===== config.mk =====
export PLATFORM = sky130hd
export DESIGN_NAME = spi_transaction_arbiter
export DESIGN_NICKNAME = d
export VERILOG_FILES = /design/src/rtl/spi_transaction_arbiter.sv
export SDC_FILE = /design/constraint.sdc
export NUM_CORES = 1
export LEC_CHECK = 0
export CELL_PAD_IN_SITES_DETAIL_PLACEMENT = 0
export CELL_PAD_IN_SITES_GLOBAL_PLACEMENT = 1
export CORE_MARGIN = 2
export CORE_UTILIZATION = 50
export CTS_BUF_LIST = sky130_fd_sc_hd__clkbuf_16
export CTS_CLUSTER_DIAMETER = 50
export CTS_CLUSTER_SIZE = 16
export DETAILED_ROUTE_END_ITERATION = 12
export DONT_BUFFER_PORTS = 1
export GPL_TIMING_DRIVEN = 0
export PLACE_DENSITY = 0.89
export SLEW_MARGIN = 40
export SYNTH_ARGS = -nofsm -noshare
export SYNTH_HDL_FRONTEND = slang
export SYNTH_SLANG_ARGS = --single-unit

===== constraint.sdc =====
create_clock -name clk -period 3.5 [get_ports clk]
set_input_delay 0.7 -clock clk [delete_from_list [all_inputs] [get_ports clk]]
set_output_delay 0.7 -clock clk [all_outputs]
set_load 0.03 [all_outputs]

===== src/rtl/spi_transaction_arbiter.sv =====
// Round-robin arbiter sharing one quick_spi master between two requesters,
// with a per-transaction timeout and a programmable idle gap afterwards.
module spi_transaction_arbiter #(
    parameter int TIMEOUT_CYCLES = 4096,
    parameter int GAP_CYCLES     = 4,
    parameter int CNT_WIDTH      = 16
) (
    input  logic        clk,
    input  logic        reset_n,
    input  logic [1:0]  req_valid,
    input  logic [31:0] req_data,
    input  logic [3:0]  req_slave,
    input  logic [1:0]  req_operation,
    output logic [1:0]  req_ready,
    output logic [1:0]  rsp_valid,
    output logic        rsp_error,
    output logic [7:0]  rsp_data,
    output logic        busy,
    output logic        spi_enable,
    output logic        spi_start_transaction,
    output logic [1:0]  spi_slave,
    output logic [15:0] spi_outgoing_data,
    output logic        spi_operation,
    input  logic        spi_end_of_transaction,
    input  logic [7:0]  spi_incoming_data
);

    typedef enum logic [1:0] {IDLE, BUSY, GAP} state_t;

    localparam logic [CNT_WIDTH-1:0] TIMEOUT_LAST = CNT_WIDTH'(TIMEOUT_CYCLES - 1);
    localparam logic [CNT_WIDTH-1:0] GAP_LAST     = CNT_WIDTH'(GAP_CYCLES - 1);

    state_t               state, state_next;
    logic [CNT_WIDTH-1:0] cnt, cnt_next;
    logic                 last_grant;
    logic                 grant;
    logic                 accept;
    logic                 finish;
    logic                 timed_out;

    assign busy = (state != IDLE);

    always_comb begin
        state_next = state;
        cnt_next   = cnt;
        grant      = last_grant;
        accept     = 1'b0;
        finish     = 1'b0;
        timed_out  = 1'b0;
        case (state)
            IDLE: begin
                if (|req_valid) begin
                    accept     = 1'b1;
                    grant      = (req_valid == 2'b11) ? ~last_grant : req_valid[1];
                    state_next = BUSY;
                    cnt_next   = '0;
                end
            end
            BUSY: begin
                // A completion arriving on the timeout cycle still counts as success.
                if (spi_end_of_transaction) begin
                    finish = 1'b1;
                end else if (cnt == TIMEOUT_LAST) begin
                    finish    = 1'b1;
                    timed_out = 1'b1;
                end else begin
                    cnt_next = cnt + 1'b1;
                end
                if (finish) begin
                    cnt_next   = '0;
                    state_next = (GAP_CYCLES == 0) ? IDLE : GAP;
                end
            end
            GAP: begin
                if (cnt == GAP_LAST) begin
                    cnt_next   = '0;
                    state_next = IDLE;
                end else begin
                    cnt_next = cnt + 1'b1;
                end
            end
            default: state_next = IDLE;
        endcase
    end

    always_ff @(posedge clk or negedge reset_n) begin
        if (!reset_n) begin
            state      <= IDLE;
            cnt        <= '0;
            last_grant <= 1'b1;
        end else begin
            state <= state_next;
            cnt   <= cnt_next;
            if (accept) begin
                last_grant <= grant;
            end
        end
    end

    // During BUSY last_grant names the requester that owns the transaction.
    always_ff @(posedge clk or negedge reset_n) begin
        if (!reset_n) begin
            req_ready             <= '0;
            rsp_valid             <= '0;
            rsp_error             <= 1'b0;
            rsp_data              <= '0;
            spi_enable            <= 1'b0;
            spi_start_transaction <= 1'b0;
            spi_slave             <= '0;
            spi_outgoing_data     <= '0;
            spi_operation         <= 1'b0;
        end else begin
            req_ready <= '0;
            rsp_valid <= '0;
            if (accept) begin
                req_ready             <= grant ? 2'b10 : 2'b01;
                spi_enable            <= 1'b1;
                spi_start_transaction <= 1'b1;
                spi_outgoing_data     <= grant ? req_data[31:16] : req_data[15:0];
                spi_slave             <= grant ? req_slave[3:2] : req_slave[1:0];
                spi_operation         <= grant ? req_operation[1] : req_operation[0];
            end
            if (finish) begin
                spi_enable            <= 1'b0;
                spi_start_transaction <= 1'b0;
                rsp_valid             <= last_grant ? 2'b10 : 2'b01;
                rsp_error             <= timed_out;
                rsp_data              <= timed_out ? 8'h00 : spi_incoming_data;
            end
        end
    end

endmodule


# Word level (Yosys, flattened, before mapping)
# Cells that the tools add are included.
classes:
  add_sub_neg: 1
  n_eq_ne: 10
  mux: 31
  bitwise: 1
  reduce_logical: 7
ops:
  columns: ["cell", "count"]
  rows:
  - ["16-bit two-way mux", 6]
  - ["16-bit case mux with 3 select lines", 1]
  - ["16-bit by 1-bit adder with 16-bit output (second input constant)", 1]
  - ["16-bit by 12-bit equality test with 1-bit output (second input constant)", 1]
  - ["16-bit by 2-bit equality test with 1-bit output (second input constant)", 1]
  - ["2-bit two-way mux", 8]
  - ["1-bit two-way mux", 14]
  - ["8-bit two-way mux", 1]
  - ["2-bit != test (second input constant)", 3]
  - ["3-bit != test (second input constant)", 2]
  - ["2-bit case mux with 3 select lines", 1]
  - ["2-bit equality test (second input constant)", 2]
  - ["4-bit AND reduction", 1]
  - ["2-bit nonzero test", 2]
  - ["3-bit AND reduction", 1]
  - ["3-bit nonzero test", 1]
  - ["2-bit by 1-bit equality test with 1-bit output (second input constant)", 1]
  - ["2-bit logical NOT", 1]
  - ["2-bit OR reduction", 1]
  - ["1-bit inverter", 1]
totals:
  reg_bits: 52
  elab_cells: 61

# Depth between registers and ports, before layout
# Gate-level depths: netlist of run 1.
depth:
  ltp_word: 6
  mapped_depth: 8

# Worst setup path after synthesis of run 1
# No wires, ideal clock.
synth_timing:
  path_kind: "register -> register"
  start: "reg cnt[0]"
  end: "reg cnt[10]"
  setup_ns: 0.116
  t_arrival_ns: 1.871
  slack_ns: 1.513
  stages_incl_launch_ff: 9
  cell_sequence: "dfrtp_1 -> ha_1 -> and3_1 -> clkbuf_2 -> a41oi_2 -> a32o_1 -> buf_6 -> nand2_1 -> o311ai_0"
synth_via:
  elab_chain_cells: 6
synth_rtl:
  columns: ["item", "line", "rtl"]
  rows:
  - ["from (decl)", "34", "logic [CNT_WIDTH-1:0] cnt, cnt_next;"]
  - ["from (signal assigned)", "93", "cnt <= cnt_next;"]
  - ["parallel branches: the longest is 6 deep, another holds 16-bit by 1-bit adder with 16-bit output", null, null]
# Several ways; the timed one is not identified. The select of a mux whose other input is x is not followed.
# A chain may end at the register's enable or synchronous reset.

# Worst setup path after layout of run 1
layout_timing:
  start: "reg cnt[0]"
  end: "reg cnt[6]"
# The elaborated chain is that of the path after synthesis.

==> key figures, run 1 <==
STA
  – Final min period: 2.35 ns
  – Final setup fails: 0
  – Setup TNS: 0 ns
  – Setup WS post-layout: 1.15 ns
  – Worst hold slack: 0.101 ns
  – RSZ-0062 raised after global routing: no
  – Fin. Hold Viols: 0
  – F_max: 0.425 GHz
  – Worst slew margin: 68.2%
  – Skew final: 0.00515 ns
  – Actual slew at the worst max-slew pin: 0.476 ns
  – Period utilisation layout: 67.2%
  – Pins Over Slew Limit: 0

Worst hold path
  – Worst Hold Class: in -> async

Place
  – Area post-placement: 0.00260 mm2
  – Detail Placement HPWL: 3710 um
  – Pre-CTS setup slack: 1.15 ns
  – # port buffers: 0
  – RePlAce Congestion: 0.807

Route
  – Initial DRT Pass Iterations: 4
  – Drt wl/cell: 16.9 um
  – Antenna Violating Nets Remaining: 0
  – Via count: 1,952
  – Iter 0 DRT Violations: 141
  – # DRC: 0
  – Total wire length: 5450 um
  – Vias per inst: 6.06

Finish
  – Fin area: 0.00275 mm2
  – Final #Nets: 310
  – Utilization after layout: 57.4%
  – Area Overhead vs Synth: 9.05%
  – Layout cell share with drive strength beyond 1: 11.0%
  – ANT cells: 0

Clock tree
  – Post CTS Setup Buffer Count: 0
  – CTS sink count: 52
  – Root buf cell: clkbuf_16
  – Cts hold-fix bufs: 0
  – Number of CTS-inserted buffers: 5
  – CTS tree: done
  – Worst-case clock buffer depth: 2
  – Clk_lat worst skew: 0.29 ns
  – Worst-path clk slew: 0.07 ns
  – Resized Gates After CTS: 0
  – H-tree levels: 2

Synthesis
  – Post-synth cell types: 48
  – Top cells by area, synth: dfrtp_1 51%, a22oi_1 6.0%, o21ai_0 5.4%
  – Gate Count Post-Synth: 247
  – Register area share after synthesis: 51.7%
  – Yosys top cell area share: 50.7%
  – Post-synthesis cell type with the largest combined area: dfrtp_1
  – Number of synthesized flops with an enable pin: 0
  – Post-Syn Area: 0.00252 mm2
  – Ys flop type: dfrtp_1
  – Synth warn: 0
  – Seq cells post-synth: 52
  – Syn Nets: 303
  – Post-Syn Area per Cell: 10.2 um2
  – Share of synthesized flip-flops with an asynchronous set or reset: 100%

Die
  – Core area: 0.00479 mm2
  – Num rows: 25
  – Die span in y: 75.0 um
  – Die area: 0.00562 mm2
  – I/O pins: 86
  – Initial core utilization: 52.6%
  – Die width: 75.0 um

Critical path
  – Crit path capture type: register
  – Crit path cell chain: ha_1 > and3_1 > clkbuf_2 > a41oi_2 > a32o_1 > buf_6 > nand2_1 > o311ai_0
  – Worst setup SP type: register
  – CP required: 3.67 ns
  – Max incr delay on CP: 0.40 ns
  – CP Max Fanout: 10
  – Slowest-stage cell, CP: dfrtp_1
  – CP Class: reg -> reg
  – CP arrival: 2.52 ns

Pwr
  – Clock power frac: 18.9%
  – Worst VDD drop: 460 uV
  – Reg power frac: 49.4%
  – Power Density: 932 mW/mm2
  – Combinational share of power: 31.7%
  – Internal Dissipation: 1.37 mW
  – Leakage: 1.22 nW
  – Psw: 1.18 mW
  – Switching share of power: 46.3%

Global routing
  – Vias in the first global route: 1,738
  – Largest net degree at the start of global routing: 53
  – Grt ovf: 0
  – GRT Total Usage: 19.4%
  – Initial antenna violation count: 0
  – First-pass GRT wire length: 8220 um

Job
  – Max cap viols: 0

Run status
  – Status: finished, final reports clean
[flip-flops by register name, summed over array words and instances, names as in the netlist, 2 cells and up]
signal	cells
cnt	16
req_ready	2
rsp_data	8
rsp_valid	2
spi_outgoing_data	16
spi_slave	2
state	2
[kinds of logic (layout without fill, tap and decap cells)]
logic type	count (synthesis)	in the layout	synth area share (%)
buffers and inverters	24	32	4.72
and+or+nand+nor	79	79	16.8
DFF	52	52	51.7
AOI/OAI and AO/OA	86	86	23.9
adders and majority gates	5	5	2.49
muxes	1	1	0.398
[critical path: cells and delay by family (launching register included)]
family	cells	cell delay (ns)
simple gates	2	0.37
buf+inv	2	0.32
compound gates	3	0.90
fa+ha+maj	1	0.24
flops	1	0.40
[per-stage QoR]
stage          instances  total power [mW]
5_1_grt              322              2.73
3_3_place_gp         314              2.07
2_1_floorplan        247              1.89
4_1_cts              322              2.57
6_report             322              2.56
3_5_place_dp         314              2.09
[synthesized netlist by cell type (2+ instances only)]
cell / n
buf_6: 3
a21oi_1: 7
a22o_1: 13
nand4_1: 3
a31oi_1: 2
and4_1: 2
clkbuf_1: 9
nor2_1: 9
and2_1: 2
dfrtp_1: 51
o311ai_0: 4
and3_2: 3
a22oi_1: 20
o21ai_0: 27
nand3_1: 11
nor2b_1: 2
nand2_1: 33
inv_1: 8
nor4b_1: 2
a21o_1: 4
ha_1: 5
[final timing paths]
path / startpoint / to / slack (ns) / cells past startpoint
worst max-delay path: cnt[0]$_DFFE_PN0P_ / cnt[6]$_DFFE_PN0P_ / 1.15 / 8
worst min-delay path: reset_n / spi_outgoing_data[11]$_DFFE_PN0P_ / 0.10 / 0
worst max register to register: cnt[0]$_DFFE_PN0P_ / cnt[6]$_DFFE_PN0P_ / 1.15 / 8
worst min register to register: last_grant$_DFFE_PN1P_ / rsp_valid[1]$_DFF_PN0_ / 0.51 / 2
max in group asynchronous: reset_n / last_grant$_DFFE_PN1P_ / 3.23 / 0
min in group clk: last_grant$_DFFE_PN1P_ / rsp_valid[1]$_DFF_PN0_ / 0.51 / 2
[routing by layer]
layer | track usage (%) | vias up | wire [um] | share of wire, %
met5 | 0 | - | 0 | 0
met4 | 5.95 | 0 | 47 | 0.86
met3 | 5.89 | 8 | 387 | 7.1
met2 | 30.1 | 69 | 2570 | 47
met1 | 26.2 | 948 | 2440 | 45
li1 | - | 927 | - | -
[placed cells by master (no fill, tap or decap), types with 3 or more instances in the layout]
| cell type | count |
|---|---|
| a22o_1 | 13 |
| dfrtp_1 | 51 |
| clkbuf_1 | 9 |
| ha_1 | 5 |
| a21oi_1 | 7 |
| nand4_1 | 3 |
| buf_6 | 3 |
| and3_2 | 3 |
| a21o_1 | 4 |
| o21ai_0 | 27 |
| o311ai_0 | 4 |
| nand2_1 | 33 |
| nor2_1 | 9 |
| inv_1 | 8 |
| nand3_1 | 11 |
| a22oi_1 | 20 |
| clkbuf_16 | 5 |
[power by group through the flow]
stage | registers (mW) | clock network (mW) | logic [mW]
finish | 1.26 | 0.483 | 0.811
global route | 1.29 | 0.515 | 0.917
CTS | 1.27 | 0.488 | 0.816
detailed placement | 1.28 | 0 | 0.810
global placement | 1.27 | 0 | 0.793
floorplan | 1.24 | 0 | 0.648
[area by class of cell]
type	count	area [um2]
tap	67	83.8
clock buffer	5	125
clock inverter	3	18.8
sequential	52	1300
fill	437	2040
buffer	16	88.8
multi-input combinational	171	1100
inverter	8	30.0
Power figures use the tool's default switching activity.
==> inputs of run 2 (changes only) <==
--- a/config.mk
+++ b/config.mk
@@ -8,14 +8,14 @@
 export CELL_PAD_IN_SITES_DETAIL_PLACEMENT = 0
 export CELL_PAD_IN_SITES_GLOBAL_PLACEMENT = 1
 export CORE_MARGIN = 2
-export CORE_UTILIZATION = 50
+export CORE_UTILIZATION = 42
 export CTS_BUF_LIST = sky130_fd_sc_hd__clkbuf_16
 export CTS_CLUSTER_DIAMETER = 50
 export CTS_CLUSTER_SIZE = 16
 export DETAILED_ROUTE_END_ITERATION = 12
 export DONT_BUFFER_PORTS = 1
 export GPL_TIMING_DRIVEN = 0
-export PLACE_DENSITY = 0.89
+export PLACE_DENSITY = 0.8
 export SLEW_MARGIN = 40
 export SYNTH_ARGS = -nofsm -noshare
 export SYNTH_HDL_FRONTEND = slang
==> constraint.sdc (replaced) <==
create_clock -name clk -period 1.95 [get_ports clk]
set_input_delay 0.39 -clock clk [delete_from_list [all_inputs] [get_ports clk]]
set_output_delay 0.39 -clock clk [all_outputs]
set_load 0.03 [all_outputs]
==> run 2 against run 1 <==
Compared with the run above:
- the flow now finishes with violations (setup timing)
- wire length rose by 18%
- global-route usage fell by 1.5 points
- via count rose by 9.1%
- final area rose by 19%
- sequential power rose by 79%
- critical endpoint is now cnt[9]$_DFFE_PN0P_
==> key figures, run 2 (synthesized netlist as in run 1, its figures left out) <==
Run status
  – Status: complete, but fails checks (was finished, final reports clean)
  – Failing checks: setup timing

Clock tree
  – Worst-path clk slew: 0.07 ns (about the same)
  – CTS sink count: 52 (unchanged)
  – Worst-case clock buffer depth: 2 (unchanged)
  – Number of CTS-inserted buffers: 5 (unchanged)
  – CTS tree: done (unchanged)
  – H-tree levels: 2 (unchanged)
  – Clk_lat worst skew: 0.29 ns (about the same)
  – Root buf cell: clkbuf_16 (unchanged)

STA
  – Skew final: 0.00346 ns (was 0.00515 ns)
  – Worst slew margin: 68.4% (was 68.2%)
  – Final min period: 2.02 ns (was 2.35 ns)
  – Fin. Hold Viols: 0 (unchanged)
  – Setup TNS: -0.175 ns (was 0 ns)
  – F_max: 0.496 GHz (was 0.425 GHz)
  – Final setup fails: 5 (was 0)
  – Setup WS post-layout: -0.0672 ns (was 1.15 ns)
  – RSZ-0062 raised after global routing: yes (was no)
  – Worst hold slack: 0.226 ns (was 0.101 ns)
  – Period utilisation layout: 103% (was 67.2%)
  – Actual slew at the worst max-slew pin: 0.475 ns (was 0.476 ns)
  – Pins Over Slew Limit: 0 (unchanged)

Global routing
  – Initial antenna violation count: 0 (unchanged)
  – First-pass GRT wire length: 9200 um (was 8220 um)
  – Largest net degree at the start of global routing: 53 (unchanged)
  – GRT Total Usage: 17.9% (was 19.4%)
  – Vias in the first global route: 1,862 (was 1,738)
  – Grt ovf: 0 (unchanged)

Critical path
  – R2R setup slack: -0.07 ns (was 1.15 ns)
  – Max incr delay on CP: 0.43 ns (was 0.40 ns)
  – R2R depth: 7 (was 8)
  – Critical path buffers and inverters: 2 (unchanged)
  – Reg-to-Reg End: cnt[9]$_DFFE_PN0P_ (was cnt[6]$_DFFE_PN0P_)
  – WP depth: 7 (was 8)
  – Crit path cell chain: nor4_4 > nand4_1 > buf_4 > a32o_2 > buf_6 > a21o_1 > a22o_1 (was ha_1 > and3_1 > clkbuf_2 > a41oi_2 > a32o_1 > buf_6 > nand2_1 > o311ai_0)
  – Worst path top cell family by delay: compound AO/OA/AOI/OAI gates (unchanged)
  – CP required: 2.13 ns (was 3.67 ns)
  – FF-to-FF Start: cnt[12]$_DFFE_PN0P_ (was cnt[0]$_DFFE_PN0P_)
  – CP Class: reg -> reg (unchanged)
  – Crit path capture type: register (unchanged)
  – Slowest-stage cell, CP: dfrtp_2 (was dfrtp_1)
  – CP arrival: 2.20 ns (was 2.52 ns)
  – Worst setup SP type: register (unchanged)
  – CP Max Fanout: 5 (was 10)

Route
  – # DRC: 0 (unchanged)
  – Total wire length: 6440 um (was 5450 um)
  – Iter 0 DRT Violations: 145 (was 141)
  – Drt wl/cell: 17.8 um (was 16.9 um)
  – Via count: 2,129 (was 1,952)
  – Initial DRT Pass Iterations: 4 (unchanged)
  – Antenna Violating Nets Remaining: 0 (unchanged)
  – Vias per inst: 5.88 (was 6.06)

Die
  – I/O pins: 86 (unchanged)
  – Core area: 0.00585 mm2 (was 0.00479 mm2)
  – Die area: 0.00663 mm2 (was 0.00562 mm2)
  – Die span in y: 81.4 um (was 75.0 um)
  – Die width: 81.4 um (was 75.0 um)
  – Initial core utilization: 43.0% (was 52.6%)
  – Num rows: 28 (was 25)

Finish
  – Reg area: 0.00131 mm2 (was 0.00130 mm2)
  – Commonest non-fill, non-tap cell in the layout: dfrtp_1 (unchanged)
  – ANT cells: 0 (unchanged)
  – Final #Nets: 342 (was 310)
  – Area of the multi-input gates: 0.00132 mm2 (was 0.00110 mm2)
  – Most frequent cells in the layout: 49 x dfrtp_1, 32 x nand2_1, 27 x o21ai_0, 27 x buf_4, 20 x a22oi_1 (was 51 x dfrtp_1, 33 x nand2_1, 27 x o21ai_0)
  – Fin area: 0.00326 mm2 (was 0.00275 mm2)
  – Largest regs: cnt (16), spi_outgoing_data (16), rsp_data (8) (unchanged)
  – Area Overhead vs Synth: 29.5% (was 9.05%)
  – Fillers: 498 (was 437)
  – Layout cell share with drive strength beyond 1: 30.0% (was 11.0%)
  – Final Non-Filler Cells: 362 (was 322)

Job
  – Max cap viols: 0 (unchanged)

Place
  – Placed cells: 322 (was 314)
  – Area post-placement: 0.00261 mm2 (was 0.00260 mm2)
  – Detail Placement HPWL: 3960 um (was 3710 um)
  – # port buffers: 0 (unchanged)
  – RePlAce Congestion: 0.748 (was 0.807)

Worst hold path
  – Hold Path End: spi_outgoing_data[9]$_DFFE_PN0P_
  – Worst Hold Launch: req_data[9]
  – WHS Path Cells: 2
  – Worst Hold Class: in -> reg (was in -> async)

Pwr
  – Worst VDD drop: 981 uV (was 460 uV)
  – Post-route total power: 5.10 mW (was 2.56 mW)
  – Leakage: 1.43 nW (was 1.22 nW)
  – Power Density: 1560 mW/mm2 (was 932 mW/mm2)
run 2: cell types whose count changed in the layout (fill, tap and decap cells not counted), moves of 3 or more:
cell      previous run  this run
buf_4                1        27
nand3_2              0         3
buf_6                3         6
a21oi_1              7         3
a21oi_2              0         4
o311ai_0             4         0
nand3_1             11         8
run 2: final cells by class:
type | instances | share of cell area, %
inverter | 8 | 0.921
multi-input combinational | 172 | 40.3
sequential | 52 | 40.0
timing repair buffer | 32 | 8.60
clock inverter | 3 | 0.614
clock buffer | 5 | 3.84
tap | 75 | 2.88
buffer | 15 | 2.80
run 2: worst max-delay path by stage:
stage,from,end,slack [ns]
after floorplan,cnt[0]$_DFFE_PN0P_,cnt[15]$_DFFE_PN0P_,-0.03
after global placement,cnt[0]$_DFFE_PN0P_,cnt[6]$_DFFE_PN0P_,-0.27
after detailed placement,cnt[0]$_DFFE_PN0P_,cnt[11]$_DFFE_PN0P_,-0.32
after CTS,cnt[15]$_DFFE_PN0P_,cnt[9]$_DFFE_PN0P_,-0.04
after global routing,cnt[12]$_DFFE_PN0P_,cnt[14]$_DFFE_PN0P_,-0.14
final,cnt[12]$_DFFE_PN0P_,cnt[9]$_DFFE_PN0P_,-0.07
run 2: through the flow:
| step | worst slack, ns | utilization, % |
|---|---|---|
| after CTS | -0.0372 | 51.4 |
| after detailed placement | -0.318 | 44.7 |
| after floorplan | -0.0289 | - |
| after global placement | -0.273 | 44.7 |
| final | -0.0672 | 55.7 |
| after global routing | -0.138 | 55.7 |
run 2: report_power, final:
group	leakage, nW	internal (mW)	switching, mW
registers	0.671	1.43	0.835
clock network	0.0712	0.474	0.398
logic	0.692	0.833	1.13
total	1.43	2.73	2.37
run 2: repair_timing:
| action | CTS | global route |
|---|---|---|
| setup endpoints to repair | 26 | 25 |
| pin swaps | 9 | 17 |
| hold buffers | 2 | 0 |
| buffers inserted | 16 | 13 |
| cloned | 1 | 1 |
| endpoints found under the hold margin | 52 | 0 |
| gates resized for setup | 18 | 25 |
run 2: per-layer routing:
| metal | vias up | share of wire (%) | GRT usage [%] |
|---|---|---|---|
| met5 | - | 0 | 0 |
| met4 | 0 | 0.98 | 4.58 |
| met3 | 5 | 6.5 | 4.29 |
| met2 | 76 | 50 | 27.3 |
| met1 | 1054 | 42 | 25.7 |
| li1 | 994 | - | - |
run 2: worst reg2reg max path: stages (launching register included):
cell and delay (ns):
dfrtp_2 0.43, nor4_4 0.41, nand4_1 0.15, buf_4 0.19, a32o_2 0.24, buf_6 0.14
a21o_1 0.15, a22o_1 0.20
==> inputs of run 3 (changes only) <==
--- a/config.mk
+++ b/config.mk
@@ -7,11 +7,10 @@
 export LEC_CHECK = 0
 export CELL_PAD_IN_SITES_DETAIL_PLACEMENT = 0
 export CELL_PAD_IN_SITES_GLOBAL_PLACEMENT = 1
-export CORE_MARGIN = 2
+export CORE_MARGIN = 8
 export CORE_UTILIZATION = 42
 export CTS_BUF_LIST = sky130_fd_sc_hd__clkbuf_16
 export CTS_CLUSTER_DIAMETER = 50
-export CTS_CLUSTER_SIZE = 16
 export DETAILED_ROUTE_END_ITERATION = 12
 export DONT_BUFFER_PORTS = 1
 export GPL_TIMING_DRIVEN = 0
==> run 3 against run 2 <==
Compared with the run above:
- the run still ends with setup timing left
- clock skew is 0.0020 ns higher
- hold slack got worse by 0.0029 ns
- cell count decreased by 3.0%
- largest cell class unchanged
- highest routed layer unchanged
==> key figures, run 3 (synthesized netlist as in run 1, its figures left out) <==
STA
  – Setup WS post-layout: -0.0662 ns (was -0.0672 ns)
  – Final setup fails: 10 (was 5)
  – Period utilisation layout: 103% (about the same)
  – Skew final: 0.00551 ns (was 0.00346 ns)
  – Fin. Hold Viols: 0 (unchanged)
  – Pins Over Slew Limit: 0 (unchanged)
  – F_max: 0.496 GHz (about the same)
  – Setup TNS: -0.283 ns (was -0.175 ns)
  – Actual slew at the worst max-slew pin: 0.492 ns (was 0.475 ns)
  – Final min period: 2.02 ns (about the same)
  – Worst slew margin: 67.2% (was 68.4%)
  – RSZ-0062 raised after global routing: yes (unchanged)

Clock tree
  – Worst-path clk slew: 0.07 ns (about the same)
  – CTS sink count: 52 (unchanged)
  – Worst-case clock buffer depth: 2 (unchanged)
  – H-tree levels: 2 (unchanged)
  – CTS tree: done (unchanged)
  – Clk_lat worst skew: 0.29 ns (about the same)
  – Root buf cell: clkbuf_16 (unchanged)
  – Number of CTS-inserted buffers: 5 (unchanged)

Critical path
  – Critical path buffers and inverters: 0 (was 2)
  – CP required: 2.13 ns (about the same)
  – Crit path capture type: register (unchanged)
  – Worst path top cell family by delay: compound AO/OA/AOI/OAI gates (unchanged)
  – Max incr delay on CP: 0.44 ns (was 0.43 ns)
  – Worst setup SP type: register (unchanged)
  – CP arrival: 2.20 ns (about the same)
  – CP Max Fanout: 7 (was 5)
  – Slowest-stage cell, CP: dfrtp_2 (unchanged)
  – CP Class: reg -> reg (unchanged)
  – Crit path cell chain: nor4_4 > nand4_1 > a32o_2 > a21o_1 > a22o_1 (was nor4_4 > nand4_1 > buf_4 > a32o_2 > buf_6 > a21o_1 > a22o_1)

Global routing
  – Initial antenna violation count: 0 (unchanged)
  – Vias in the first global route: 1,994 (was 1,862)
  – First-pass GRT wire length: 10,200 um (was 9200 um)
  – Largest net degree at the start of global routing: 53 (unchanged)
  – Grt ovf: 0 (unchanged)
  – GRT Total Usage: 14.7% (was 17.9%)

Worst hold path
  – Worst Hold Class: in -> reg (unchanged)

Pwr
  – Power Density: 1560 mW/mm2 (about the same)
  – Leakage: 1.37 nW (was 1.43 nW)
  – Worst VDD drop: 820 uV (was 981 uV)

Finish
  – Layout cell share with drive strength beyond 1: 26.8% (was 30.0%)
  – Area Overhead vs Synth: 25.6% (was 29.5%)
  – Final #Nets: 331 (was 342)
  – Commonest non-fill, non-tap cell in the layout: dfrtp_1 (unchanged)
  – Largest regs: cnt (16), spi_outgoing_data (16), rsp_data (8) (unchanged)
  – Fillers: 498 (unchanged)
  – Most frequent cells in the layout: 47 x dfrtp_1, 32 x nand2_1, 26 x o21ai_0 (was 49 x dfrtp_1, 32 x nand2_1, 27 x o21ai_0, 27 x buf_4, 20 x a22oi_1)
  – Area of the multi-input gates: 0.00131 mm2 (was 0.00132 mm2)
  – ANT cells: 0 (unchanged)
  – Utilization after layout: 54.0% (was 55.7%)
  – Reg area: 0.00131 mm2 (about the same)

Die
  – Num rows: 28 (unchanged)
  – I/O pins: 86 (unchanged)
  – Core area: 0.00585 mm2 (unchanged)
  – Die area: 0.00873 mm2 (was 0.00663 mm2)
  – Initial core utilization: 43.0% (unchanged)
  – Die width: 93.4 um (was 81.4 um)
  – Die span in y: 93.4 um (was 81.4 um)

Route
  – Via count: 2,042 (was 2,129)
  – Drt wl/cell: 19.0 um (was 17.8 um)
  – # DRC: 0 (unchanged)
  – Iter 0 DRT Violations: 108 (was 145)
  – Antenna Violating Nets Remaining: 0 (unchanged)
  – Total wire length: 6680 um (was 6440 um)
  – Vias per inst: 5.82 (was 5.88)
  – Initial DRT Pass Iterations: 4 (unchanged)

Place
  – # port buffers: 0 (unchanged)
  – RePlAce Congestion: 0.781 (was 0.748)
  – Pre-CTS setup slack: -0.313 ns (was -0.318 ns)
  – Detail Placement HPWL: 4440 um (was 3960 um)

Run status
  – Failing checks: setup timing (unchanged)
  – Status: complete, but fails checks (unchanged)

Job
  – Max cap viols: 0 (unchanged)
run 3: what timing repair did:
action,in CTS,in global routing
pin swaps,10,12
gates resized for setup,10,31
setup buffers,12,10
hold buffers,2,0
setup endpoints to repair,25,25
hold endpoints to repair,52,0
run 3: layout make-up:
cell class / count / share of cell area (%)
clock inverters: 3 / 0.554
repair buffers: 24 / 6.53
flip-flops and latches: 52 / 41.4
plain buffers: 13 / 2.18
inverters: 8 / 0.950
well taps: 75 / 2.97
multi-input cells: 171 / 41.5
clock buffers: 5 / 3.96
run 3: worst register-to-register path, delay by kind of cell (launching register included):
kind | cells | cell delay [ns]
AO/OA/AOI/OAI | 3 | 0.79
AND/OR/NAND/NOR | 2 | 0.68
flip-flops | 1 | 0.44
run 3: metal layers:
layer | GRT usage, % | up-vias | wire length [um]
li1 | - | 971 | -
met1 | 18.1 | 1017 | 2790
met2 | 23.7 | 49 | 3400
met3 | 3.77 | 5 | 400
met4 | 6.31 | 0 | 86
met5 | 0 | - | 0
run 3: power by group:
part	internal, mW	total (mW)	switching [mW]
combinational	0.710	1.78	1.07
sequential	1.43	2.28	0.858
clock	0.474	0.872	0.398
run 3: final timing paths:
check	start	end	slack, ns	cells past startpoint
min reg2reg	last_grant$_DFFE_PN1P_	rsp_valid[1]$_DFF_PN0_	0.52	2
max reg2reg	cnt[13]$_DFFE_PN0P_	cnt[9]$_DFFE_PN0P_	-0.07	5
max in group asynchronous	reset_n	last_grant$_DFFE_PN1P_	1.06	2
min	req_data[10]	spi_outgoing_data[10]$_DFFE_PN0P_	0.22	2
max	cnt[13]$_DFFE_PN0P_	cnt[9]$_DFFE_PN0P_	-0.07	5
min in group asynchronous	reset_n	cnt[1]$_DFFE_PN0P_	0.61	2
run 3: metrics by stage:
| stage | cells | cell area (um2) | total power [mW] | hold WS [ns] |
|---|---|---|---|---|
| floorplan | 247 | 2520 | 3.39 | 0.0944 |
| global placement | 322 | 2610 | 3.75 | 0.0963 |
| detailed placement | 322 | 2610 | 3.80 | 0.0964 |
| CTS | 342 | 2930 | 4.85 | 0.217 |
| global route | 351 | 3160 | 5.25 | 0.215 |
| finish | 351 | 3160 | 4.93 | 0.223 |
